===== src/rtl/mem_copy_master.sv =====
// mem_copy_master: word-by-word memory copy engine (read src+i, write dst+i).
// Every access waits for the memory done strobe and is abandoned after
// TIMEOUT cycles, which ends the transfer with err set.
// Optional feature: define MEM_COPY_FILL_EN to add fill_en/fill_value ports.
// In fill mode the read phase is skipped and fill_value is written to each word.
module mem_copy_master #(
    parameter int ADDR_W  = 16,
    parameter int DATA_W  = 16,
    parameter int TIMEOUT = 15
) (
    input  logic              clk,
    input  logic              RST,
    input  logic              start,
`ifdef MEM_COPY_FILL_EN
    input  logic              fill_en,
    input  logic [DATA_W-1:0] fill_value,
`endif
    input  logic [ADDR_W-1:0] src_addr,
    input  logic [ADDR_W-1:0] dst_addr,
    input  logic [ADDR_W-1:0] length,
    output logic              busy,
    output logic              done,
    output logic              err,
    output logic [ADDR_W-1:0] mem_address,
    output logic [DATA_W-1:0] mem_data,
    output logic              mem_read_signal,
    output logic              mem_write_signal,
    input  logic [DATA_W-1:0] mem_dataout,
    input  logic              mem_doneRead,
    input  logic              mem_doneWrite
);

    localparam int CW = $clog2(TIMEOUT + 1);

    typedef enum logic [1:0] {IDLE, RD, WR, DONE} state_t;

    state_t              state_q;
    logic [ADDR_W-1:0]   src_q, dst_q, len_q, idx_q;
    logic [CW-1:0]       cnt_q;
    logic                busy_q, done_q, err_q, rd_q, wr_q, fill_q;
    logic [ADDR_W-1:0]   addr_q;
    logic [DATA_W-1:0]   data_q, fval_q;

    // Start-time fill selection; constant zero when the feature is compiled out.
    logic                fill_start;
    logic [DATA_W-1:0]   fill_word;
`ifdef MEM_COPY_FILL_EN
    assign fill_start = fill_en;
    assign fill_word  = fill_value;
`else
    assign fill_start = 1'b0;
    assign fill_word  = '0;
`endif

    // Next word index after the current write completes.
    logic [ADDR_W-1:0]   idx_d;
    assign idx_d = idx_q + 1'b1;

    // Wait counter is zero only on the entry cycle of an access, so a done
    // flag left high by the memory from the previous access is ignored there.
    logic                wait_ok, wait_exp;
    assign wait_ok  = (cnt_q != '0);
    assign wait_exp = (cnt_q == CW'(TIMEOUT - 1));

    // Single FSM: all outputs are registers updated on transitions.
    always_ff @(posedge clk or posedge RST) begin
        if (RST) begin
            state_q <= IDLE;
            src_q   <= '0;
            dst_q   <= '0;
            len_q   <= '0;
            idx_q   <= '0;
            cnt_q   <= '0;
            busy_q  <= 1'b0;
            done_q  <= 1'b0;
            err_q   <= 1'b0;
            rd_q    <= 1'b0;
            wr_q    <= 1'b0;
            fill_q  <= 1'b0;
            addr_q  <= '0;
            data_q  <= '0;
            fval_q  <= '0;
        end else begin
            done_q <= 1'b0;
            case (state_q)
                IDLE: begin
                    if (start) begin
                        src_q  <= src_addr;
                        dst_q  <= dst_addr;
                        len_q  <= length;
                        idx_q  <= '0;
                        cnt_q  <= '0;
                        err_q  <= 1'b0;
                        busy_q <= 1'b1;
                        fill_q <= fill_start;
                        fval_q <= fill_word;
                        if (length == '0) begin
                            state_q <= DONE;
                            done_q  <= 1'b1;
                        end else if (fill_start) begin
                            state_q <= WR;
                            wr_q    <= 1'b1;
                            addr_q  <= dst_addr;
                            data_q  <= fill_word;
                        end else begin
                            state_q <= RD;
                            rd_q    <= 1'b1;
                            addr_q  <= src_addr;
                        end
                    end
                end
                RD: begin
                    if (wait_ok && mem_doneRead) begin
                        data_q  <= mem_dataout;
                        rd_q    <= 1'b0;
                        wr_q    <= 1'b1;
                        addr_q  <= dst_q + idx_q;
                        cnt_q   <= '0;
                        state_q <= WR;
                    end else if (wait_exp) begin
                        rd_q    <= 1'b0;
                        err_q   <= 1'b1;
                        done_q  <= 1'b1;
                        state_q <= DONE;
                    end else begin
                        cnt_q   <= cnt_q + 1'b1;
                    end
                end
                WR: begin
                    if (wait_ok && mem_doneWrite) begin
                        idx_q <= idx_d;
                        cnt_q <= '0;
                        if (idx_d == len_q) begin
                            wr_q    <= 1'b0;
                            done_q  <= 1'b1;
                            state_q <= DONE;
                        end else if (fill_q) begin
                            // Back-to-back writes: strobe stays high, address moves.
                            addr_q  <= dst_q + idx_d;
                            data_q  <= fval_q;
                        end else begin
                            wr_q    <= 1'b0;
                            rd_q    <= 1'b1;
                            addr_q  <= src_q + idx_d;
                            state_q <= RD;
                        end
                    end else if (wait_exp) begin
                        wr_q    <= 1'b0;
                        err_q   <= 1'b1;
                        done_q  <= 1'b1;
                        state_q <= DONE;
                    end else begin
                        cnt_q   <= cnt_q + 1'b1;
                    end
                end
                DONE: begin
                    busy_q  <= 1'b0;
                    state_q <= IDLE;
                end
                default: state_q <= IDLE;
            endcase
        end
    end

    assign busy             = busy_q;
    assign done             = done_q;
    assign err              = err_q;
    assign mem_address      = addr_q;
    assign mem_data         = data_q;
    assign mem_read_signal  = rd_q;
    assign mem_write_signal = wr_q;

endmodule


===== config.mk =====
export PLATFORM = sky130hd
export DESIGN_NAME = mem_copy_master
export DESIGN_NICKNAME = d
export VERILOG_FILES = /design/src/rtl/mem_copy_master.sv
export SDC_FILE = /design/constraint.sdc
export NUM_CORES = 1
export LEC_CHECK = 0
export ABC_AREA = 1
export CAP_MARGIN = 20
export CORE_MARGIN = 2
export CORE_UTILIZATION = 55
export DETAILED_ROUTE_END_ITERATION = 7
export MAX_ROUTING_LAYER = met4
export PLACE_DENSITY = 0.81
export SYNTH_ARGS = -nofsm -noshare
export SYNTH_HDL_FRONTEND = slang
export SYNTH_SLANG_ARGS = --single-unit

===== constraint.sdc =====
create_clock -name clk -period 4.1 [get_ports clk]
set_input_delay 1.025 -clock clk [delete_from_list [all_inputs] [get_ports clk]]
set_output_delay 1.025 -clock clk [all_outputs]
set_load 0.01 [all_outputs]

# --- Word level (Yosys, flattened, before mapping) ---
# Cells that the tools add are included.
totals:
  ff_bits: 107
  input_bits: 69
  wordCells: 97
  out_inout_bits: 37
classes:
  n_bitwise: 1
  eq_ne: 14
  n_addsub: 4
  reduce_logical: 18
  muxes: 47
op_table:
  columns: ["cell", "count"]
  rows:
  - ["16-bit 2-to-1 mux", 9]
  - ["16-bit one-hot mux with 3 select lines", 1]
  - ["16-bit adder", 2]
  - ["16-bit one-hot mux with 2 select lines", 1]
  - ["1-bit 2-to-1 mux", 19]
  - ["16-bit by 1-bit adder with 16-bit output, second input constant", 1]
  - ["16-bit == test", 1]
  - ["16-bit logical NOT", 1]
  - ["4-bit 2-to-1 mux", 4]
  - ["2-bit != test, second input constant", 7]
  - ["2-bit 2-to-1 mux", 6]
  - ["4-bit one-hot mux with 3 select lines", 1]
  - ["6-bit AND reduction", 2]
  - ["1-bit one-hot mux with 3 select lines", 3]
  - ["2-bit one-hot mux with 4 select lines", 1]
  - ["3-bit != test, second input constant", 2]
  - ["2-bit AND reduction", 3]
  - ["3-bit AND reduction", 2]
  - ["2-bit nonzero test", 3]
  - ["5-bit AND reduction", 1]
  - ["4-bit by 1-bit adder with 4-bit output, second input constant", 1]
  - ["2-bit == test, second input constant", 2]
  - ["4-bit == test, second input constant", 1]
  - ["1-bit one-hot mux with 2 select lines", 2]
  - ["7 further kinds", 8]

# --- Depth between registers and ports, before layout ---
# Gate-level depths: netlist of run 1.
logic_depth:
  word_depth: 5
  ltp_mapped: 21

# --- Worst setup path after synthesis of run 1 ---
# No wires, ideal clock.
synth_timing:
  kind: "reg-to-reg"
  from: "reg idx_q[1]"
  to: "reg addr_q[9], in the netlist mem_address[9]"
  arrival_ns: 2.398
  period_less_slack_ns: 2.515
  path_stages_with_launch: 19
  setup_time_ns: 0.117
  required_ns: 3.983
  setup_slack_ns: 1.585
  path_cell_list: "dfrtp_1 ha_1 nand3_1 nor2_4 xor2_1 ha_1 nand2_1 nor2_1 nor2_1 nand2_1 nand2_1 nand2_1 or2_2 nand3_1 nand2_1 nand2_1 nand2_1 nand3_1 nand2_1"
synth_via:
  elab_chain_cells: 5
synth_rtl:
  columns: ["element", "line_no", "rtl"]
  rows:
  - ["from (decl)", "38", "logic [ADDR_W-1:0] src_q, dst_q, len_q, idx_q;"]
  - ["from (signal assigned)", "131", "idx_q <= idx_d;"]
  - ["16-bit by 1-bit adder with 16-bit output", "57", "assign idx_d = idx_q + 1'b1;"]
  - ["16-bit adder", "144", "addr_q <= src_q + idx_d;"]
  - ["16-bit 2-to-1 mux", "133", "if (idx_d == len_q) begin"]
  - ["16-bit 2-to-1 mux", "130", "if (wait_ok && mem_doneWrite) begin"]
  - ["16-bit one-hot mux with 3 select lines", "85", "case (state_q)"]
  - ["to (signal assigned)", "103", "addr_q <= dst_addr;"]
  - ["to (signal assigned)", "139", "addr_q <= dst_q + idx_d;"]
  - ["to (signal assigned)", "144", null]
  - ["to (decl)", "41", "logic [ADDR_W-1:0] addr_q;"]
# Parallel ways exist; a longest one is shown, timed or not. The select of a mux whose other input is x is not followed.
# A chain may end at the register's enable or synchronous reset.

# --- Worst setup path in the final report of run 1 ---
# Ends and elaborated chain as after synthesis.

==> results.cfg, run 1 <==
[clock_tree]
insertion_delay_ns = 0.36
cts_hold_buffers = 0
cts_htree_levels = 3
cts_resized = 0
clock_sinks = 107
path_clk_slew_ns = 0.07
cts_made_buffers = 9
cts_tree = done
root_buffer = clkbuf_16
post_cts_buffers = 0
clockBufferDepth = 2

[synth]
synth_fp_nets = 1136
yosysTopAreaCell = dfrtp_1
synth.top_cells.by_count = nand2_1, dfrtp_1, nand3_1, inv_1, nor2_1
synth_cell_types = 38
seq_area_frac_synth_pct = 37.7
syn_area_per_cell_um2 = 6.94
ys_ff_latch = 107
yosysMostFrequentCell = nand2_1
synth-edff-count = 0
ys.flop_type = dfrtp_1
syn_area_um2 = 7100
synth_cells = 1023
ys_warn_count = 0
synth_top_area_share_pct = 37.7
synthArstFlopShare_pct = 100
synth_area_leaders = dfrtp_1, nand2_1, nand3_1

[floorplanning]
fp.dieH_um = 118
rows = 41
die-area_um2 = 13800
initial_utilization_pct = 56.3
ios = 106
coreArea_um2 = 12600
fp.dieW_um = 118

[routing]
drt_iter0_markers = 653
wl_met3_um = 1410
antenna_left = 0
dr.max_layer_used = met4
vias_per_cell = 5.48
wl_met2_um = 9370
wl_met1_um = 8890
wl_per_cell_um = 15.5
vias = 7131
drtPass1Iterations = 5
drt-total-wl_um = 20100
drc = 0

[setup_path]
required_ns = 4.35
endpoint_kind = register
reg2regPathDepth = 18
cp.arrival_ns = 3.25
critPathLaunchType = register
crit_type = reg -> reg
path_max_fanout = 7

[global_routing]
grt_overflow = 0
grt_pass1_wl_um = 33800
grt_pass1_vias = 6775
track_usage_pct = 31.2
antenna_found_initial = 0
grt_max_degree = 71

[power]
ir_drop_uv = 507
power_density_nw_per_um2 = 647
power.leakage_nw = 4.42

[layout]
antenna_cells = 0
drive_gt1_share_pct = 3.98
area_growth_pct = 21.8
final_core_util_pct = 68.5
num-nets-final = 1238

[sta]
setup_viol = 0
holdWs_ns = 0.472
slew_headroom_pct = 47.8
setup_tns_ns = 0
rsz0062_at_grt = no
fin_crit_ns = 3.00
min_period_over_period_pct = 73.2
hold_viol_final = 0
fmax_mhz = 333
maxSlewViolCount = 0
worstMarginPinSlew_ns = 0.779
clock_skew_ns = 0.00767

[hold_path]
holdPathStages = 2
hp-class = reg -> reg

[run]
cap_violations = 0

[placement]
dp_hpwl_um = 15400
port_buffers = 105
globalplace.congestion = 1.07

[outcome]
status = finished, final reports clean
stage by stage:
step / cell area [um2] / power, mW / instances / setup WS [ns]
2_1_floorplan: 7100 / 3.65 / 1023 / 0.258
3_3_place_gp: 8340 / 4.61 / 1286 / 0.925
3_5_place_dp: 8340 / 4.68 / 1286 / 1.00
4_1_cts: 8650 / 5.59 / 1302 / 1.13
5_1_grt: 8650 / 6.06 / 1302 / 0.762
6_report: 8650 / 5.60 / 1302 / 1.10
power breakdown:
part | total [mW] | internal, mW | switching [mW]
Combinational | 2.92 | 1.12 | 1.80
Sequential | 1.78 | 1.48 | 0.301
Clock | 0.897 | 0.506 | 0.391
cell families after synthesis:
kind of cell	after synthesis	share of synthesized area, %
xor+xnor	10	1.43
compound gates	144	10.9
flops	107	37.7
buf+inv	119	6.64
simple gates	599	35.4
fa+ha+maj	44	7.96
flip-flops by register name, summed over array words and instances, names as in the netlist:
register and flops:
state_q 2, done 1, mem_read_signal 1, src_q 16, mem_write_signal 1, busy 1
len_q 16, idx_q 16, mem_data 16, err 1, cnt_q 4, mem_address 16
dst_q 16
per-layer routing:
metal / vias up / track usage [%]
li1: 3532 / -
met1: 3298 / 41.4
met2: 267 / 48.1
met3: 34 / 6.93
met4: 0 / 9.64
met5: - / -
final timing paths:
path / from / end / slack, ns
worst max-delay path: idx_q[1] / mem_address[9] / 1.10
worst min-delay path: mem_address[6] / mem_address[6] / 0.47
worst max register to register: idx_q[1] / mem_address[9] / 1.10
worst min register to register: mem_address[6] / mem_address[6] / 0.47
max in group asynchronous: RST / idx_q[5] / 2.30
min in group asynchronous: RST / mem_address[13] / 1.04
critical path, cell delays in order (launching register included):
cell,delay (ns)
dfrtp_1,0.44
ha_1,0.23
nand3_1,0.16
nor2_4,0.24
xor2_1,0.29
ha_1,0.34
nand2_1,0.14
nor2_1,0.06
nor2_1,0.08
nand2_1,0.13
nand2_1,0.09
nand2_1,0.06
or2_2,0.28
nand3_1,0.07
nand2_1,0.05
nand2_1,0.06
nand2_1,0.05
nand3_1,0.06
nand2_1,0.07
layout by cell type (no fill, tap or decap), types with 2 or more instances in the layout:
cell,count
clkinv_1,3
buf_4,9
o21a_1,2
nand2_1,380
clkbuf_16,9
o21ai_0,67
xor2_1,7
nand2_4,2
or2_2,7
fa_1,2
clkdlybuf4s50_1,105
nor2_1,74
a31oi_1,6
o22ai_1,10
ha_1,42
nor2_2,6
a21o_1,5
clkbuf_8,2
nand4_1,8
dfrtp_1,107
nor3_1,3
nand3_1,107
nor4_1,2
nand3b_1,6
clkinv_2,2
a21oi_1,49
xnor2_1,2
inv_1,91
cell type report:
type	instances	area [um2]
fill	1140	3970
multi-input combinational	797	3950
sequential	107	2680
timing repair buffer	115	1140
inverter	95	359
clock buffer	12	256
tap	172	215
clock inverter	4	48.8
No activity file was read; power rests on OpenSTA's default activity.
==> run 2: changes to the inputs <==
- clock period: 4.1 -> 2.8 ns (I/O delays scaled with it)
==> run 2 against run 1 <==
Core utilization rose by 7.5 points. First-iteration DRC count is 13% lower. Non-clock buffer count is 65 higher. Wire length rose by 9.9%. Critical path depth up 1. Via count up 4.8%. Cell count is 5.0% higher. Clock power is 62% higher. Register-to-register slack got worse by 1.0 ns. Power rose by 58%. Count of clock-buffer cells in the layout shrank 2.
==> results.cfg, run 2 (same netlist as run 1, synthesis figures left out) <==
[floorplanning]
coreArea_um2 = 12600
initial_utilization_pct = 56.3
fp.dieW_um = 118
die-area_um2 = 13800
rows = 41
fp.dieH_um = 118
ios = 106

[layout]
area_growth_pct = 35.1
drive_gt1_share_pct = 14.8
final_core_util_pct = 76.0
num-nets-final = 1303
final_cell_mix = nand2_1, clkdlybuf4s50_1, nand3_1, dfrtp_1, inv_1
layout_commonest_cell = nand2_1
antenna_cells = 0
design_area_um2 = 9590

[sta]
hold_viol_final = 0
fmax_mhz = 370
slew_headroom_pct = 28.3
setup_viol = 0
holdWs_ns = 0.473
min_period_over_period_pct = 96.6
fin_crit_ns = 2.70
setup_ws_ns = 0.0959
clock_skew_ns = 0.0125
worstMarginPinSlew_ns = 1.07
rsz0062_at_grt = yes
maxSlewViolCount = 0

[hold_path]
whs_endpoint = mem_data[7]
hp-class = reg -> reg
worstHoldStart = mem_data[7]
holdPathStages = 2

[power]
power.share.combinational_pct = 54.1
power_frac_clock_pct = 16.4
switching_power_mw = 3.92
switching_share_pct = 44.3
power_density_nw_per_um2 = 924
ir_drop_uv = 664
power_frac_seq_pct = 29.5
power.leakage_nw = 4.75
p_int_mw = 4.94

[setup_path]
endpoint_kind = register
cp.arrival_ns = 2.95
path_max_fanout = 5
required_ns = 3.05
regToRegEndpoint = mem_address[9]
critPathLaunchType = register
reg2regPathDepth = 19
crit_type = reg -> reg
rr_startpoint = idx_q[1]
r2r_slack_ns = 0.1

[routing]
vias = 7475
drt-total-wl_um = 22100
vias_per_cell = 5.47
antenna_left = 0
drc = 0
wl_per_cell_um = 16.2
drtPass1Iterations = 5
drt_iter0_markers = 566

[outcome]
status = finished, final reports clean

[global_routing]
antenna_found_initial = 0
track_usage_pct = 32.8
grt_overflow = 0
grt_pass1_vias = 7142
grt_pass1_wl_um = 35200
grt_max_degree = 40

[clock_tree]
clock_sinks = 107
cts_made_buffers = 9
cts_tree = done
root_buffer = clkbuf_16
path_clk_slew_ns = 0.08
insertion_delay_ns = 0.37
cts_hold_buffers = 0
cts_htree_levels = 3
clockBufferDepth = 2

[placement]
placed_area_um2 = 8710
globalplace.congestion = 0.936
port_buffers = 105
dp_hpwl_um = 16500
pre_cts_slack_ns = -0.214

[run]
cap_violations = 0
[run 2: cell count changes in the layout (fill, tap and decap cells not counted), sizes merged]
cell	change
clkinv	-3
clkinvlp	+3
bufinv	+1
clkbuf	-2
inv	+1
buf	+65
[run 2: metrics by stage]
step / total power, mW / cells / TNS (ns)
2_1_floorplan: 5.34 / 1023 / 0
3_3_place_gp: 6.95 / 1333 / -1.66
3_5_place_dp: 7.06 / 1333 / -3.02
4_1_cts: 8.54 / 1354 / -0.0146
5_1_grt: 9.54 / 1367 / -0.184
6_report: 8.86 / 1367 / 0
[run 2: how the worst max path moves through the flow]
stage,endpoint,slack [ns],from
after floorplan,mem_address[9],0.28,idx_q[1]
after global placement,mem_address[15],-0.11,length[4]
after detailed placement,mem_address[2],-0.21,length[0]
after CTS,mem_address[15],-0.01,idx_q[0]
after global routing,mem_address[15],-0.06,idx_q[4]
final,mem_address[9],0.1,idx_q[1]
[run 2: metal layers]
layer	up-vias	share of wire, %	GRT usage, %
li1	3681	-	-
met1	3462	43	42.4
met2	282	46	50.4
met3	50	6.9	6.49
met4	0	3.8	14.1
met5	-	0	-
[run 2: power groups by stage]
| stage | Clock, mW | Sequential (mW) | Combinational (mW) |
|---|---|---|---|
| after CTS | 1.46 | 2.56 | 4.52 |
| after floorplan | 0 | 2.60 | 2.74 |
| after detailed placement | 0 | 2.58 | 4.48 |
| final | 1.45 | 2.62 | 4.79 |
| after global placement | 0 | 2.57 | 4.38 |
| after global routing | 1.52 | 2.68 | 5.34 |
[run 2: worst max-delay path: stages, from the launching register on]
cell and delay [ns]:
dfrtp_1 0.42, ha_4 0.18, nand3_4 0.09, nor2_4 0.21, buf_6 0.15, xor2_4 0.17
ha_4 0.24, nand2_4 0.08, nor2_2 0.05, nor2_2 0.12, nand2_2 0.11, nand2_1 0.08
nand2_1 0.05, or2_2 0.27, nand3_1 0.07, nand2_1 0.05, nand2_1 0.06, nand2_1 0.05
nand3_1 0.06, nand2_1 0.07
[run 2: area by class of cell]
class | instances | area [um2]
fill | 1048 | 3030
clock inverter | 6 | 95.1
clock buffer | 10 | 239
inverter | 95 | 360
multi-input combinational | 797 | 4340
tap | 172 | 215
timing repair buffer | 180 | 1660
sequential | 107 | 2680
[run 2: repair_timing]
action | 4_1_cts | 5_1_grt
gates resized for setup | 12 | 79
pin swaps | 3 | 23
setup endpoints to repair | 6 | 33
buffers inserted | 5 | 12
hold endpoints to repair | 0 | 0
